--- config.mk ---
export PLATFORM = sky130hd
export DESIGN_NAME = mc_controller_flat
export DESIGN_NICKNAME = d
export VERILOG_FILES = /design/src/rtl/mc_controller_if.sv /design/src/rtl/mc_controller.sv /design/src/flat_wrapper.sv
export SDC_FILE = /design/constraint.sdc
export NUM_CORES = 1
export LEC_CHECK = 0
export CAP_MARGIN = 20
export CORE_UTILIZATION = 34
export CTS_BUF_LIST = sky130_fd_sc_hd__clkbuf_4 sky130_fd_sc_hd__clkbuf_8 sky130_fd_sc_hd__clkbuf_16
export CTS_CLUSTER_DIAMETER = 120
export CTS_CLUSTER_SIZE = 30
export DETAILED_ROUTE_END_ITERATION = 12
export PLACE_DENSITY_LB_ADDON = 0.05
export REMOVE_ABC_BUFFERS = 1
export SYNTH_ARGS = -nofsm -noshare
export SYNTH_HDL_FRONTEND = slang
export SYNTH_SLANG_ARGS = --single-unit
--- constraint.sdc ---
create_clock -name clk -period 1.6 [get_ports clk]
set_input_delay 0.32 -clock clk [delete_from_list [all_inputs] [get_ports clk]]
set_output_delay 0.32 -clock clk [all_outputs]
set_load 0.02 [all_outputs]
--- src/rtl/mc_controller_if.sv ---
// Control/status bundle between the multicycle controller and its datapath.
// The controller takes the master modport; the datapath side takes slave.
interface mc_controller_if;
  logic [31:0] Instr;
  logic [3:0]  ALUFlags;
  logic        MemReady;
  logic        PCWrite;
  logic        AdrSrc;
  logic        MemWrite;
  logic        IRWrite;
  logic        RegWrite;
  logic [1:0]  ResultSrc;
  logic        ALUSrcA;
  logic [1:0]  ALUSrcB;
  logic [3:0]  ALUControl;
  logic [1:0]  ImmSrc;
  logic [1:0]  RegSrc;

  modport master (
    input  Instr, ALUFlags, MemReady,
    output PCWrite, AdrSrc, MemWrite, IRWrite, RegWrite, ResultSrc,
           ALUSrcA, ALUSrcB, ALUControl, ImmSrc, RegSrc
  );

  modport slave (
    output Instr, ALUFlags, MemReady,
    input  PCWrite, AdrSrc, MemWrite, IRWrite, RegWrite, ResultSrc,
           ALUSrcA, ALUSrcB, ALUControl, ImmSrc, RegSrc
  );
endinterface

--- src/rtl/mc_controller.sv ---
// Multicycle ARM-subset control unit: Fetch/Decode/Execute/Writeback sequencing with NZCV conditional execution.
// Optional feature macro MC_CTRL_CMP_EN: treats DP cmd 1010 with S=1 as CMP (flags only, no writeback).
module mc_controller (
  input  logic           clk,
  input  logic           reset,
  mc_controller_if.master bus
);

  typedef enum logic [3:0] {
    FETCH, DECODE, MEMADR, MEMRD, MEMWB, MEMWR, EXER, EXEI, ALUWB, BRANCH
  } state_t;

  typedef enum logic [3:0] {
    ALU_ADD = 4'b0000, ALU_SUB = 4'b0001, ALU_AND = 4'b0010, ALU_ORR = 4'b0011
  } alu_op_t;

  localparam logic [3:0] CMD_AND = 4'b0000;
  localparam logic [3:0] CMD_SUB = 4'b0010;
  localparam logic [3:0] CMD_ADD = 4'b0100;
  localparam logic [3:0] CMD_ORR = 4'b1100;

  state_t     state;
  logic [3:0] flags;   // {N,Z,C,V}
  logic       condex;

  logic [3:0] cond, cmd;
  logic [1:0] op;
  logic       i_bit, s_bit, rd_pc, is_cmp, dp_valid, flag_cv;

  assign cond  = bus.Instr[31:28];
  assign op    = bus.Instr[27:26];
  assign i_bit = bus.Instr[25];
  assign cmd   = bus.Instr[24:21];
  assign s_bit = bus.Instr[20];   // doubles as L for memory instructions
  assign rd_pc = (bus.Instr[15:12] == 4'hF);

`ifdef MC_CTRL_CMP_EN
  assign is_cmp = (cmd == 4'b1010) && s_bit;
`else
  assign is_cmp = 1'b0;
`endif

  assign dp_valid = (cmd == CMD_ADD) || (cmd == CMD_SUB) || (cmd == CMD_AND) ||
                    (cmd == CMD_ORR) || is_cmp;
  assign flag_cv  = (cmd == CMD_ADD) || (cmd == CMD_SUB) || is_cmp;

  logic unused_instr_bits;
  assign unused_instr_bits = ^{bus.Instr[19:16], bus.Instr[11:0]};

  function automatic logic cond_check(input logic [3:0] c, input logic [3:0] f);
    logic n, z, cy, v;
    {n, z, cy, v} = f;
    case (c)
      4'b0000: return z;
      4'b0001: return !z;
      4'b0010: return cy;
      4'b0011: return !cy;
      4'b0100: return n;
      4'b0101: return !n;
      4'b0110: return v;
      4'b0111: return !v;
      4'b1000: return cy && !z;
      4'b1001: return !cy || z;
      4'b1010: return n == v;
      4'b1011: return n != v;
      4'b1100: return !z && (n == v);
      4'b1101: return z || (n != v);
      4'b1110: return 1'b1;
      default: return 1'b0;
    endcase
  endfunction

  // NOTE: sequential state uses non-blocking assignments so every flop samples pre-edge values.
  always_ff @(posedge clk or negedge reset) begin
    if (!reset) begin
      state  <= FETCH;
      flags  <= 4'b0000;
      condex <= 1'b0;
    end else begin
      case (state)
        FETCH:  if (bus.MemReady) state <= DECODE;
        DECODE: begin
          condex <= cond_check(cond, flags);
          case (op)
            2'b01:   state <= MEMADR;
            2'b00:   state <= !dp_valid ? FETCH : (i_bit ? EXEI : EXER);
            2'b10:   state <= BRANCH;
            default: state <= FETCH;
          endcase
        end
        MEMADR: state <= s_bit ? MEMRD : MEMWR;
        MEMRD:  if (bus.MemReady) state <= MEMWB;
        MEMWR:  if (bus.MemReady) state <= FETCH;
        EXER, EXEI: begin
          if (s_bit && condex) begin
            flags[3:2] <= bus.ALUFlags[3:2];
            if (flag_cv) flags[1:0] <= bus.ALUFlags[1:0];
          end
          state <= is_cmp ? FETCH : ALUWB;
        end
        default: state <= FETCH;   // MEMWB, ALUWB, BRANCH
      endcase
    end
  end

  logic       pc_write, adr_src, mem_write, ir_write, reg_write, src_a;
  logic [1:0] result_src, src_b;
  alu_op_t    alu_ctrl;

  always_comb begin
    // NOTE: every output gets a default first so no path through the case infers a latch.
    pc_write   = 1'b0;
    adr_src    = 1'b0;
    mem_write  = 1'b0;
    ir_write   = 1'b0;
    reg_write  = 1'b0;
    result_src = 2'b00;
    src_a      = 1'b0;
    src_b      = 2'b00;
    alu_ctrl   = ALU_ADD;
    case (state)
      FETCH: begin
        src_a      = 1'b1;
        src_b      = 2'b10;
        result_src = 2'b10;
        ir_write   = bus.MemReady;
        pc_write   = bus.MemReady;
      end
      DECODE: begin
        src_a      = 1'b1;
        src_b      = 2'b10;
        result_src = 2'b10;
      end
      MEMADR: src_b = 2'b01;
      MEMRD:  adr_src = 1'b1;
      MEMWB: begin
        result_src = 2'b01;
        pc_write   = condex && rd_pc;
        reg_write  = condex && !rd_pc;
      end
      MEMWR: begin
        adr_src   = 1'b1;
        mem_write = condex;
      end
      EXER, EXEI: begin
        src_b = (state == EXEI) ? 2'b01 : 2'b00;
        if (is_cmp || cmd == CMD_SUB) alu_ctrl = ALU_SUB;
        else if (cmd == CMD_AND)      alu_ctrl = ALU_AND;
        else if (cmd == CMD_ORR)      alu_ctrl = ALU_ORR;
      end
      ALUWB: begin
        pc_write  = condex && rd_pc;
        reg_write = condex && !rd_pc;
      end
      BRANCH: begin
        src_b      = 2'b01;
        result_src = 2'b10;
        pc_write   = condex;
      end
      default: ;
    endcase
    // Reset is asynchronous, so strobes are gated directly rather than waiting for a clock.
    if (!reset) begin
      pc_write  = 1'b0;
      ir_write  = 1'b0;
      reg_write = 1'b0;
      mem_write = 1'b0;
    end
  end

  assign bus.PCWrite    = pc_write;
  assign bus.AdrSrc     = adr_src;
  assign bus.MemWrite   = mem_write;
  assign bus.IRWrite    = ir_write;
  assign bus.RegWrite   = reg_write;
  assign bus.ResultSrc  = result_src;
  assign bus.ALUSrcA    = src_a;
  assign bus.ALUSrcB    = src_b;
  assign bus.ALUControl = alu_ctrl;
  assign bus.ImmSrc     = op;
  assign bus.RegSrc     = {op == 2'b01, op == 2'b10};

endmodule

--- src/flat_wrapper.sv ---
// flat-port wrapper written by rule: the top's interface ports become plain ports
module mc_controller_flat 
  (clk, reset, bus_Instr, bus_ALUFlags, bus_MemReady, bus_PCWrite, bus_AdrSrc, bus_MemWrite, bus_IRWrite, bus_RegWrite, bus_ResultSrc, bus_ALUSrcA, bus_ALUSrcB, bus_ALUControl, bus_ImmSrc, bus_RegSrc);
  mc_controller_if bus_i ();
  input  logic clk;
  input  logic reset;
  input wire logic [$bits(bus_i.Instr)-1:0] bus_Instr;
  input wire logic [$bits(bus_i.ALUFlags)-1:0] bus_ALUFlags;
  input wire logic [$bits(bus_i.MemReady)-1:0] bus_MemReady;
  output wire logic [$bits(bus_i.PCWrite)-1:0] bus_PCWrite;
  output wire logic [$bits(bus_i.AdrSrc)-1:0] bus_AdrSrc;
  output wire logic [$bits(bus_i.MemWrite)-1:0] bus_MemWrite;
  output wire logic [$bits(bus_i.IRWrite)-1:0] bus_IRWrite;
  output wire logic [$bits(bus_i.RegWrite)-1:0] bus_RegWrite;
  output wire logic [$bits(bus_i.ResultSrc)-1:0] bus_ResultSrc;
  output wire logic [$bits(bus_i.ALUSrcA)-1:0] bus_ALUSrcA;
  output wire logic [$bits(bus_i.ALUSrcB)-1:0] bus_ALUSrcB;
  output wire logic [$bits(bus_i.ALUControl)-1:0] bus_ALUControl;
  output wire logic [$bits(bus_i.ImmSrc)-1:0] bus_ImmSrc;
  output wire logic [$bits(bus_i.RegSrc)-1:0] bus_RegSrc;
  assign bus_i.Instr = bus_Instr;
  assign bus_i.ALUFlags = bus_ALUFlags;
  assign bus_i.MemReady = bus_MemReady;
  assign bus_PCWrite = bus_i.PCWrite;
  assign bus_AdrSrc = bus_i.AdrSrc;
  assign bus_MemWrite = bus_i.MemWrite;
  assign bus_IRWrite = bus_i.IRWrite;
  assign bus_RegWrite = bus_i.RegWrite;
  assign bus_ResultSrc = bus_i.ResultSrc;
  assign bus_ALUSrcA = bus_i.ALUSrcA;
  assign bus_ALUSrcB = bus_i.ALUSrcB;
  assign bus_ALUControl = bus_i.ALUControl;
  assign bus_ImmSrc = bus_i.ImmSrc;
  assign bus_RegSrc = bus_i.RegSrc;
  mc_controller u_core (.clk(clk), .reset(reset), .bus(bus_i));
endmodule
### Word-level counts from Yosys, hierarchy flattened

Cells that the tools add are included.

| storage, ports and cells | value |
|---|---|
| output and inout bits | 18 |
| flip-flop bits (word level) | 9 |
| word-level logic and storage cells | 92 |

| operators by class | value |
|---|---|
| muxes and demuxes | 26 |
| eq/ne operators | 34 |
| reduce and logical (&&, ||, !) cells | 28 |

Operators by type and width:

| cell | count |
|---|---|
| 4-bit equality test (second input constant) | 11 |
| 4-bit by 3-bit equality test with 1-bit output (second input constant) | 9 |
| 4-bit 2-to-1 mux | 7 |
| 4-bit one-hot mux with 6 select lines | 1 |
| 4-bit by 2-bit equality test with 1-bit output (second input constant) | 5 |
| 1-bit one-hot mux with 15 select lines | 1 |
| 4-bit zero test | 3 |
| 4-bit one-hot mux with 3 select lines | 1 |
| 1-bit 2-to-1 mux | 11 |
| 2-bit OR reduction | 5 |
| 4-bit by 1-bit equality test with 1-bit output (second input constant) | 2 |
| 2-bit != test (second input constant) | 3 |
| 2-bit one-hot mux with 3 select lines | 1 |
| 3-bit AND reduction | 2 |
| 1-bit logical AND | 5 |
| 1-bit zero test | 5 |
| 1-bit logical OR | 5 |
| 2-bit one-hot mux with 2 select lines | 1 |
| 3-bit 2-to-1 mux | 1 |
| 1-bit one-hot mux with 3 select lines | 1 |
| 3-bit OR reduction | 1 |
| 2-bit by 1-bit equality test with 1-bit output (second input constant) | 1 |
| 2-bit equality test (second input constant) | 1 |
| 2-bit zero test | 1 |
| other kinds (4) | 4 |

### Longest topological paths before layout

Gate-level depths: netlist of the first run.

| logic depth | value |
|---|---|
| depth after elaboration | 7 |
| depth in mapped cells | 5 |
| mapped depth without buffers | 4 |

### Least setup slack after synthesis of the first run

OpenSTA, ideal clock, no wires.

| path | value |
|---|---|
| path kind | flip-flop to output port |
| from | register u_core.state[3] |
| to | output port bus_PCWrite |
| setup slack | -0.431 ns |
| arrival time | 1.711 ns |
| cell stages (with the launch flop) | 5 |
| cells stage by stage | dfrtp_1 > clkbuf_1 > nor2_1 > a31oi_1 > nor4b_1 |

| on the way | value |
|---|---|
| cells in the longest elaborated chain, start to end | 4 |

Ends and longest elaborated chain:

| element | RTL line | text |
|---|---|---|
| start, declared | mc_controller.sv:22 | `state_t state;` |
| start signal, assigned | mc_controller.sv:86 | `2'b00: state <= !dp_valid ? FETCH : (i_bit ? EXEI : EXER);` |
| start signal, assigned | mc_controller.sv:91 | `MEMADR: state <= s_bit ? MEMRD : MEMWR;` |
| start signal, assigned | mc_controller.sv:99 | `state <= is_cmp ? FETCH : ALUWB;` |
| 4-bit equality test or 4-bit by 3-bit equality test with 1-bit output (tied branches) | mc_controller.sv:121 | `case (state)` |
| 2-bit OR reduction (no source line) | - |  |
| 1-bit one-hot mux with 3 select lines * | mc_controller.sv:121 |  |
| 1-bit 2-to-1 mux * | mc_controller.sv:163 | `if (!reset) begin` |
| end, declared | flat_wrapper.sv:10 | `output wire logic [$bits(bus_i.PCWrite)-1:0] bus_PCWrite;` |

Every way passes the cells marked *; elsewhere a longest branch is shown, timed or not.

### Final worst setup path of the first run

| path | value |
|---|---|
| from | register u_core.state[0] |
| to | output port bus_PCWrite |

Same word-level chain as after synthesis.

==> summary.md, run 1 <==
• status: finished with violations
• violations in the final reports: setup timing
• most common library cells after synthesis: dfrtp_1, a21oi_1, nor2_1, nor3_1
• maximum number of pins on one net before global-route repair: 11
• Max VDD drop: 1.15 mV
• Max clock buf depth: 2
• mean post-synth cell area: 7.82 um^2
• path type of the worst min-delay path: primary input to async pin
• RSZ-0062 raised after global routing: yes
• die height: 54.7 um
• ports placed on the boundary: 57
• global-route usage over all layers: 24.0%
• filler cell count in the final layout: 217
• share of final-layout standard cells stronger than drive strength 1: 47.8%
• Die X-Extent: 54.7 um
• Clk Tree Root Cell: clkbuf_4
• CP Max Fanout: 2
• share of Yosys cell area claimed by the top area cell type: 23.8%
• Yosys warning total: 0
• fraction of the mapped netlist area in adder cells: 0%
• clock-pin slew on the worst setup and hold paths: 0.07 ns
• Nets: 245
• final hold viol count: 0
• Min Clock Period, post-route: 1.94 ns
• number of nets with antenna violations after routing: 0
• Max Clock Freq: 0.517 GHz
• cell area after layout: 1810 um^2
• register area share after synthesis: 23.8%
• fraction of the core area covered by cells at the end of the flow: 70.9%
• via count of the first global-routing pass: 1,212
• part of the power in the clock network: 7.1%
• cell-internal power: 1.44 mW
• Core Region: 2540 um^2
• vias per cell: 5.25
• global route overflow: 0
• number of cell rows: 18
• CTS tree: yes
• number of max-capacitance violations reported: 0
• Simple-Gate Fraction of Synth Area: 35.1%
• Sink Count: 9
• number of H-tree levels: 1
• Compound-Gate Fraction of Synth Area: 17.7%
• sequential power share: 18.2%
• total power divided by cell area: 1380 nW/um^2
• Final Slew Violations: 0
• library cell with the highest instance count after synthesis: dfrtp_1
• parity-gate share of the synthesized area counting xor and xnor cells: 5.56%
• primary flip-flop cell chosen by synthesis mapping: dfrtp_1
• number of buffers created by CTS: 3
• critical path required time: 1.28 ns
• critical path capture point type: primary output
• drc violations: 0
• combinational family with the most area after synthesis: simple AND/OR/NAND/NOR gates
• Routability Congestion: 0.795
• vias post-DR: 1,233
• average routed wire per standard cell: 13.6 um
• Total Die Area: 3000 um^2
• cell area reported after detailed placement: 1620 um^2
• share of flip-flops with an asynchronous set or reset after synthesis: 100%
• number of buffer cells added on primary ports: 38
• final antenna diode count: 0
• starting density of the core: 37.2%
• fraction of power consumed by combinational cells: 74.7%
• wire length after detailed routing: 3.20 mm
• arrival time of data at the critical path endpoint: 1.62 ns
• final setup skew: 0.00525 ns
• switching part of the total: 42.4%
• Leakage Power: 0.840 nW
• critical path startpoint category: flip-flop
• synthesis-to-layout area growth: 90.9%
• final worst path period share: 121%
• crit path kind: flip-flop to primary output
• count of unique library cells instantiated by Yosys: 44
• net switching power figure: 1.06 mW
• Syn Std Cell Area: 946 um^2
• DR pass1 iterations: 4
• number of flops mapped to enable cells by yosys: 0
• main area contributors after synthesis: dfrtp_1, mux2i_1, a21oi_1, nor3_1, nand2b_1
• cell type with the highest aggregate area in the netlist: dfrtp_1
• number of synthesized register bits: 9
• final setup violating endpoints: 14
• first-iteration detailed-routing DRC count: 13
• Post-CTS Hold Fix Bufs: 0
• global-route wire length before repair: 5.20 mm
• register area: 230 um^2
• Synth Instances: 121
• mux share of post-synthesis cell area: 10.1%
• total area of multi-input combinational cells: 751 um^2
• worst setup slack after layout: -0.336 ns
• HPWL reported at the end of detailed placement: 2.37 mm
• antenna violations before repair: 0
• clock latency on the worst-skew pair: 0.26 ns
## cells in the final DEF, fill, tap and decap left out, types with 2 or more instances in the layout
master and count:
nand3b_1 2, a21oi_1 8, mux2_2 2, nand4_1 2, dfrtp_2 4, dlygate4sd2_1 8
o21a_1 3, nand2_1 5, mux2i_1 5, o32ai_1 2, xnor2_1 4, dlymetal6s2s_1 2
inv_1 2, nor2_4 2, dfrtp_1 5, clkbuf_2 2, o21ai_0 3, clkbuf_4 3
buf_2 5, nor2b_1 2, buf_4 51, clkdlybuf4s50_1 12, conb_1 2, nor2_1 6
nand2b_1 6, nor3_1 3, nand3_1 4, nor3_2 5, xor2_1 2, a31oi_1 2
nor2b_2 2, and2_1 3, mux2_4 2, buf_6 10
## critical path, cell delays in order (launching register included)
cell	delay (ns)
dfrtp_1	0.40
buf_4	0.15
o32a_1	0.36
nor4b_2	0.28
buf_4	0.18
## per-stage QoR
step	total power, mW	TNS, ns	cells	setup slack (ns)	hold slack, ns
6_report	2.50	-2.00	235	-0.336	0.526
5_1_grt	2.68	-3.00	235	-0.389	0.533
4_1_cts	2.32	-2.06	232	-0.360	0.506
3_5_place_dp	2.02	-7.79	221	-1.03	0.586
3_3_place_gp	1.98	-7.19	221	-0.968	0.556
2_1_floorplan	1.14	-0.922	111	-0.400	0.0244
## final cells by class
class,instances,share of cell area [%]
multi-input combinational,99,41.6
timing repair buffer,90,41.3
sequential,9,12.8
tap,30,2.08
clock buffer,3,1.25
inverter,3,0.762
clock inverter,1,0.277
## repair_timing
item	4_1_cts	5_1_grt
setup endpoints to repair	22	22
gates resized for setup	98	29
setup buffers	7	4
hold endpoints to repair	0	0
pin swaps	8	11
## cells by family after synthesis
| kind of cell | after synthesis |
|---|---|
| compound gates | 25 |
| other cells | 1 |
| xor+xnor | 6 |
| flops | 9 |
| simple gates | 57 |
| mux | 9 |
| buf+inv | 14 |
## power by group through the flow
stage | registers [mW] | clock network, mW | logic (mW)
2_1_floorplan | 0.463 | 0 | 0.679
3_3_place_gp | 0.434 | 0 | 1.54
3_5_place_dp | 0.435 | 0 | 1.58
4_1_cts | 0.444 | 0.182 | 1.69
5_1_grt | 0.461 | 0.197 | 2.02
6_report | 0.455 | 0.178 | 1.87
## sequential cells by signal, indices dropped and copies added (netlist names)
register	count
u_core.flags	4
u_core.condex	1
u_core.state	4
## layer usage
layer	up-vias	share of wire [%]	GRT usage (%)
met2	33	53	44.2
li1	610	-	-
met5	-	0	0
met1	586	42	28.5
met3	4	4.1	2.78
met4	0	0.78	7.26
## path summary, 6_finish.rpt
path	start	end	slack (ns)	depth (start not counted)
worst max register to register	u_core.state[2]	u_core.flags[1]	-0.17	6
worst min-delay path	reset	u_core.state[3]	0.53	2
worst min register to register	u_core.flags[1]	u_core.flags[1]	0.62	1
worst max-delay path	u_core.state[0]	bus_PCWrite	-0.34	4
min in group clk	bus_Instr[28]	u_core.condex	0.57	3
max in group asynchronous	reset	u_core.state[2]	0.92	2
(Power assumes the default switching activity.)
==> run 2, diff against run 1 <==
--- a/config.mk
+++ b/config.mk
@@ -16,3 +16,4 @@
 export SYNTH_ARGS = -nofsm -noshare
 export SYNTH_HDL_FRONTEND = slang
 export SYNTH_SLANG_ARGS = --single-unit
+export TNS_END_PERCENT = 5
==> summary.md, run 2 (synthesis results as in run 1) <==
• most frequent cells in the layout: buf_4, clkdlybuf4s50_1, a21oi_1, dlygate4sd2_1, nor2_1
• Min Clock Period, post-route: 1.88 ns
• Max Clock Freq: 0.532 GHz
• Crit path buffers/inverters: 1
• setup TNS: -1.76 ns
• final setup skew: 0.00611 ns
• HPWL reported at the end of detailed placement: 2.37 mm
• worst reg2reg setup slack: -0.15 ns
• number of nets with antenna violations after routing: 0
• number of H-tree levels: 1
• final hold viol count: 0
• die height: 54.7 um
• leading cell type in the layout, fill and taps excluded: buf_4
• DR pass1 iterations: 4
• final setup violating endpoints: 11
• Routability Congestion: 0.795
• cell area after layout: 1670 um^2
• ports placed on the boundary: 57
• average routed wire per standard cell: 13.5 um
• antenna violations before repair: 0
• via count of the first global-routing pass: 1,164
• number of max-capacitance violations reported: 0
• cell class contributing the biggest share of worst-path delay: flip-flops
• CP Max Fanout: 6
• Leakage Power: 0.784 nW
• total power draw: 2.24 mW
• Nets: 237
• critical path's largest stage delay: 0.45 ns
• CTS tree: yes
• global route overflow: 0
• Clk Tree Root Cell: clkbuf_4
• share of final-layout standard cells stronger than drive strength 1: 41.6%
• critical path startpoint category: flip-flop
• Final Slew Violations: 0
• maximum number of pins on one net before global-route repair: 11
• Placed Instances: 221
• total power divided by cell area: 1340 nW/um^2
• clock-pin slew on the worst setup and hold paths: 0.07 ns
• Total Die Area: 3000 um^2
• global-route wire length before repair: 4.97 mm
• number of buffers created by CTS: 3
• vias per cell: 5.26
• clock latency on the worst-skew pair: 0.27 ns
• synthesis-to-layout area growth: 76.7%
• Max VDD drop: 1.07 mV
• global-route usage over all layers: 23.1%
• crit path kind: flip-flop to primary output
• final worst path period share: 118%
• number of buffer cells added on primary ports: 38
• Sink Count: 9
• cell area reported after detailed placement: 1620 um^2
• arrival time of data at the critical path endpoint: 1.56 ns
• first-iteration detailed-routing DRC count: 13
• Post-CTS Hold Fix Bufs: 0
• wire length after detailed routing: 3.07 mm
• critical path, cell by cell: mux2i_1 > o32a_1 > nor4b_2 > buf_4
• starting density of the core: 37.2%
• critical path capture point type: primary output
• worst setup slack after layout: -0.281 ns
• final antenna diode count: 0
• status: finished with violations
• Die X-Extent: 54.7 um
• source of the critical timing path: u_core.state[2]
• critical path required time: 1.28 ns
• vias post-DR: 1,193
• RR Startpoint: u_core.state[3]
• Critical path destination: bus_PCWrite
• drc violations: 0
• path type of the worst min-delay path: primary input to async pin
• critical path's slowest cell: dfrtp_2
• registers with the most flip-flops: u_core.flags: 4 flops, u_core.state: 4 flops, u_core.condex: 1 flops
• number of cell rows: 18
• pre-CTS setup slack: -1.03 ns
• Core Region: 2540 um^2
• RSZ-0062 raised after global routing: yes
• Max clock buf depth: 2
• cell depth of the worst setup path: 4
• final standard cell count with taps included and fillers excluded: 227
• worst reg-to-reg path cell count: 5
• worst flop-to-flop path endpoint: u_core.flags[0]
• violations in the final reports: setup timing
[run 2: cell count changes in the layout (fill, tap and decap cells not counted), moves of 2 or more]
cell / previous run / this run
nor2_4: 2 / 0
mux2_4: 2 / 0
buf_4: 51 / 46
buf_6: 10 / 6
nor3_1: 3 / 5
mux2_1: 0 / 2
nor3_2: 5 / 3
[run 2: worst reg2reg max path: stages, from the launching register on]
cell	delay (ns)
dfrtp_2	0.48
and2b_1	0.23
buf_4	0.11
nand4_1	0.12
nor4_2	0.33
mux2_1	0.36
[run 2: repair_timing]
| action | 4_1_cts | 5_1_grt |
|---|---|---|
| setup endpoints to repair | 22 | 22 |
| pin swaps | 7 | 4 |
| gates resized for setup | 85 | 25 |
| setup buffers | 2 | 0 |
[run 2: metal layers]
metal  routed length (um)  track usage (%)  up-vias
met5                    0                0        -
met4                   25             7.26        0
met3                  150             2.78        4
met2                 1600             42.8       37
met1                 1290             27.1      559
li1                     -                -      593
[run 2: metrics by stage]
step                      util (%)  hold WS, ns
final                         65.7        0.494
after global routing          65.7        0.514
after CTS                     64.0        0.506
after floorplan                  -       0.0244
after detailed placement      63.8        0.586
after global placement        63.8        0.556
[run 2: how the worst min path moves through the flow]
stage	start	end	slack [ns]
detailed placement	u_core.flags[1]	u_core.flags[1]	0.59
floorplan	reset	u_core.condex	0.02
finish	reset	u_core.flags[1]	0.49
global placement	u_core.flags[1]	u_core.flags[1]	0.56
global route	reset	u_core.flags[3]	0.51
CTS	reset	u_core.flags[2]	0.51
[run 2: area by class of cell]
cell class	instances	area, um^2
fillers	251	873
multi-input cells	99	696
repair buffers	82	668
flip-flops and latches	9	231
well taps	30	37.5
clock buffers	3	22.5
inverters	3	11.3
clock inverters	1	5.00
[run 2: report_power, final]
group / leakage [nW] / internal (mW) / switching, mW
registers: 0.112 / 0.324 / 0.134
logic: 0.654 / 0.850 / 0.757
clock network: 0.0177 / 0.0924 / 0.0859
total: 0.784 / 1.27 / 0.977
==> run 3, diff against run 2 <==
--- a/config.mk
+++ b/config.mk
@@ -6,7 +6,7 @@
 export NUM_CORES = 1
 export LEC_CHECK = 0
 export CAP_MARGIN = 20
-export CORE_UTILIZATION = 34
+export CORE_UTILIZATION = 40
 export CTS_BUF_LIST = sky130_fd_sc_hd__clkbuf_4 sky130_fd_sc_hd__clkbuf_8 sky130_fd_sc_hd__clkbuf_16
 export CTS_CLUSTER_DIAMETER = 120
 export CTS_CLUSTER_SIZE = 30
==> constraint.sdc (replaced) <==
create_clock -name clk -period 2.2 [get_ports clk]
set_input_delay 0.44 -clock clk [delete_from_list [all_inputs] [get_ports clk]]
set_output_delay 0.44 -clock clk [all_outputs]
set_load 0.02 [all_outputs]
==> summary.md, run 3 (synthesis results as in run 1) <==
• vias per cell: 5.35
• clock-pin slew on the worst setup and hold paths: 0.06 ns
• maximum number of pins on one net before global-route repair: 11
• leading cell type in the layout, fill and taps excluded: buf_4
• arrival time of data at the critical path endpoint: 1.69 ns
• vias post-DR: 1,092
• filler cell count in the final layout: 195
• antenna violations before repair: 0
• wire length after detailed routing: 2.55 mm
• Leakage Power: 0.746 nW
• total power divided by cell area: 896 nW/um^2
• number of buffers created by CTS: 3
• global-route usage over all layers: 22.0%
• Final Slew Violations: 0
• Max VDD drop: 0.743 mV
• registers with the most flip-flops: u_core.flags: 4 flops, u_core.state: 4 flops, u_core.condex: 1 flops
• ports placed on the boundary: 57
• clock latency on the worst-skew pair: 0.25 ns
• number of max-capacitance violations reported: 0
• final hold viol count: 0
• starting density of the core: 42.8%
• final worst path period share: 96.8%
• die height: 50.6 um
• via count of the first global-routing pass: 985
• synthesis-to-layout area growth: 61.1%
• Post-CTS Hold Fix Bufs: 0
• Nets: 216
• critical path startpoint category: flip-flop
• status: completed
• first-iteration detailed-routing DRC count: 27
• HPWL reported at the end of detailed placement: 2.02 mm
• setup fix buffers added after clock tree synthesis: 0
• DR pass1 iterations: 4
• CTS tree: yes
• path type of the worst min-delay path: flip-flop to flip-flop
• crit path kind: flip-flop to primary output
• average routed wire per standard cell: 12.5 um
• global-route wire length before repair: 4.37 mm
• total power draw: 1.36 mW
• final setup skew: 0.00134 ns
• drc violations: 0
• Max Clock Freq: 0.470 GHz
• number of cell rows: 17
• Total Die Area: 2560 um^2
• Core Region: 2210 um^2
• Max clock buf depth: 2
• share of final-layout standard cells stronger than drive strength 1: 19.3%
• RSZ-0062 raised after global routing: yes
• worst reg2reg setup slack: 0.47 ns
• number of buffer cells added on primary ports: 38
• Die X-Extent: 50.6 um
• final setup violating endpoints: 0
• global route overflow: 0
• setup TNS: 0 ns
• Sink Count: 9
• Routability Congestion: 0.802
• Min Clock Period, post-route: 2.13 ns
• most frequent cells in the layout: buf_4, clkdlybuf4s50_1, dlymetal6s2s_1
• number of H-tree levels: 1
• number of nets with antenna violations after routing: 0
• CP Max Fanout: 9
• critical path capture point type: primary output
• Clk Tree Root Cell: clkbuf_4
• final antenna diode count: 0
• critical path required time: 1.76 ns
==> run 3: changes by cell type in the layout (fill, tap and decap cells not counted), sizes merged <==
cell           change
clkdlybuf4s50      +7
buf               -34
clkbuf             -2
dlygate4sd2        -1
dlygate4sd1        +2
dlymetal6s2s       +7
==> run 3: report_power, final <==
group | leakage (nW) | switching, mW | total (mW) | internal, mW
Combinational | 0.612 | 0.436 | 0.886 | 0.451
Sequential | 0.117 | 0.126 | 0.357 | 0.231
Clock | 0.0177 | 0.0553 | 0.122 | 0.0668
==> run 3: routing by layer <==
| metal | GRT usage [%] | up-vias | wire length (um) |
|---|---|---|---|
| met2 | 37.3 | 42 | 1220 |
| met4 | 5.56 | 0 | 13 |
| met3 | 1.82 | 2 | 172 |
| met5 | 0 | - | 0 |
| li1 | - | 548 | - |
| met1 | 29.9 | 500 | 1140 |
==> run 3: final cells by class <==
cell class                 instances  area (um^2)  area share (%)
clock inverter                     1         5.00           0.328
sequential                         9          228            14.9
clock buffer                       3         22.5            1.48
multi-input combinational         99          661            43.3
tap                               28         35.0            2.30
inverter                           3         11.3           0.739
timing repair buffer              61          562            36.9
==> run 3: critical path: stages, from the launching register on <==
cell,delay [ns]
dfrtp_2,0.48
mux2i_1,0.15
o32a_1,0.34
nor4b_2,0.28
buf_4,0.18
==> run 3: final timing paths <==
path | from | to | cells past startpoint
max in group asynchronous | reset | u_core.state[1] | 3
max reg2reg | u_core.state[3] | u_core.flags[1] | 4
min | u_core.flags[1] | u_core.flags[1] | 1
min in group asynchronous | reset | u_core.state[0] | 2
min reg2reg | u_core.flags[1] | u_core.flags[1] | 1
max | u_core.state[2] | bus_PCWrite | 4
==> run 3: timing repair <==
| item | 4_1_cts | 5_1_grt |
|---|---|---|
| setup endpoints to repair | 12 | 7 |
| gates resized for setup | 17 | 14 |
| pin swaps | 0 | 3 |
==> run 3: per-stage QoR <==
step	hold WS (ns)	cell area [um^2]	instances	setup slack, ns	utilization (%)
finish	0.576	1520	204	0.0714	68.9
global route	0.594	1520	204	-0.00651	68.9
CTS	0.576	1500	204	-0.146	67.8
detailed placement	0.561	1480	200	-0.656	66.9
global placement	0.556	1480	200	-0.583	66.9
floorplan	0.144	891	111	0.0122	-
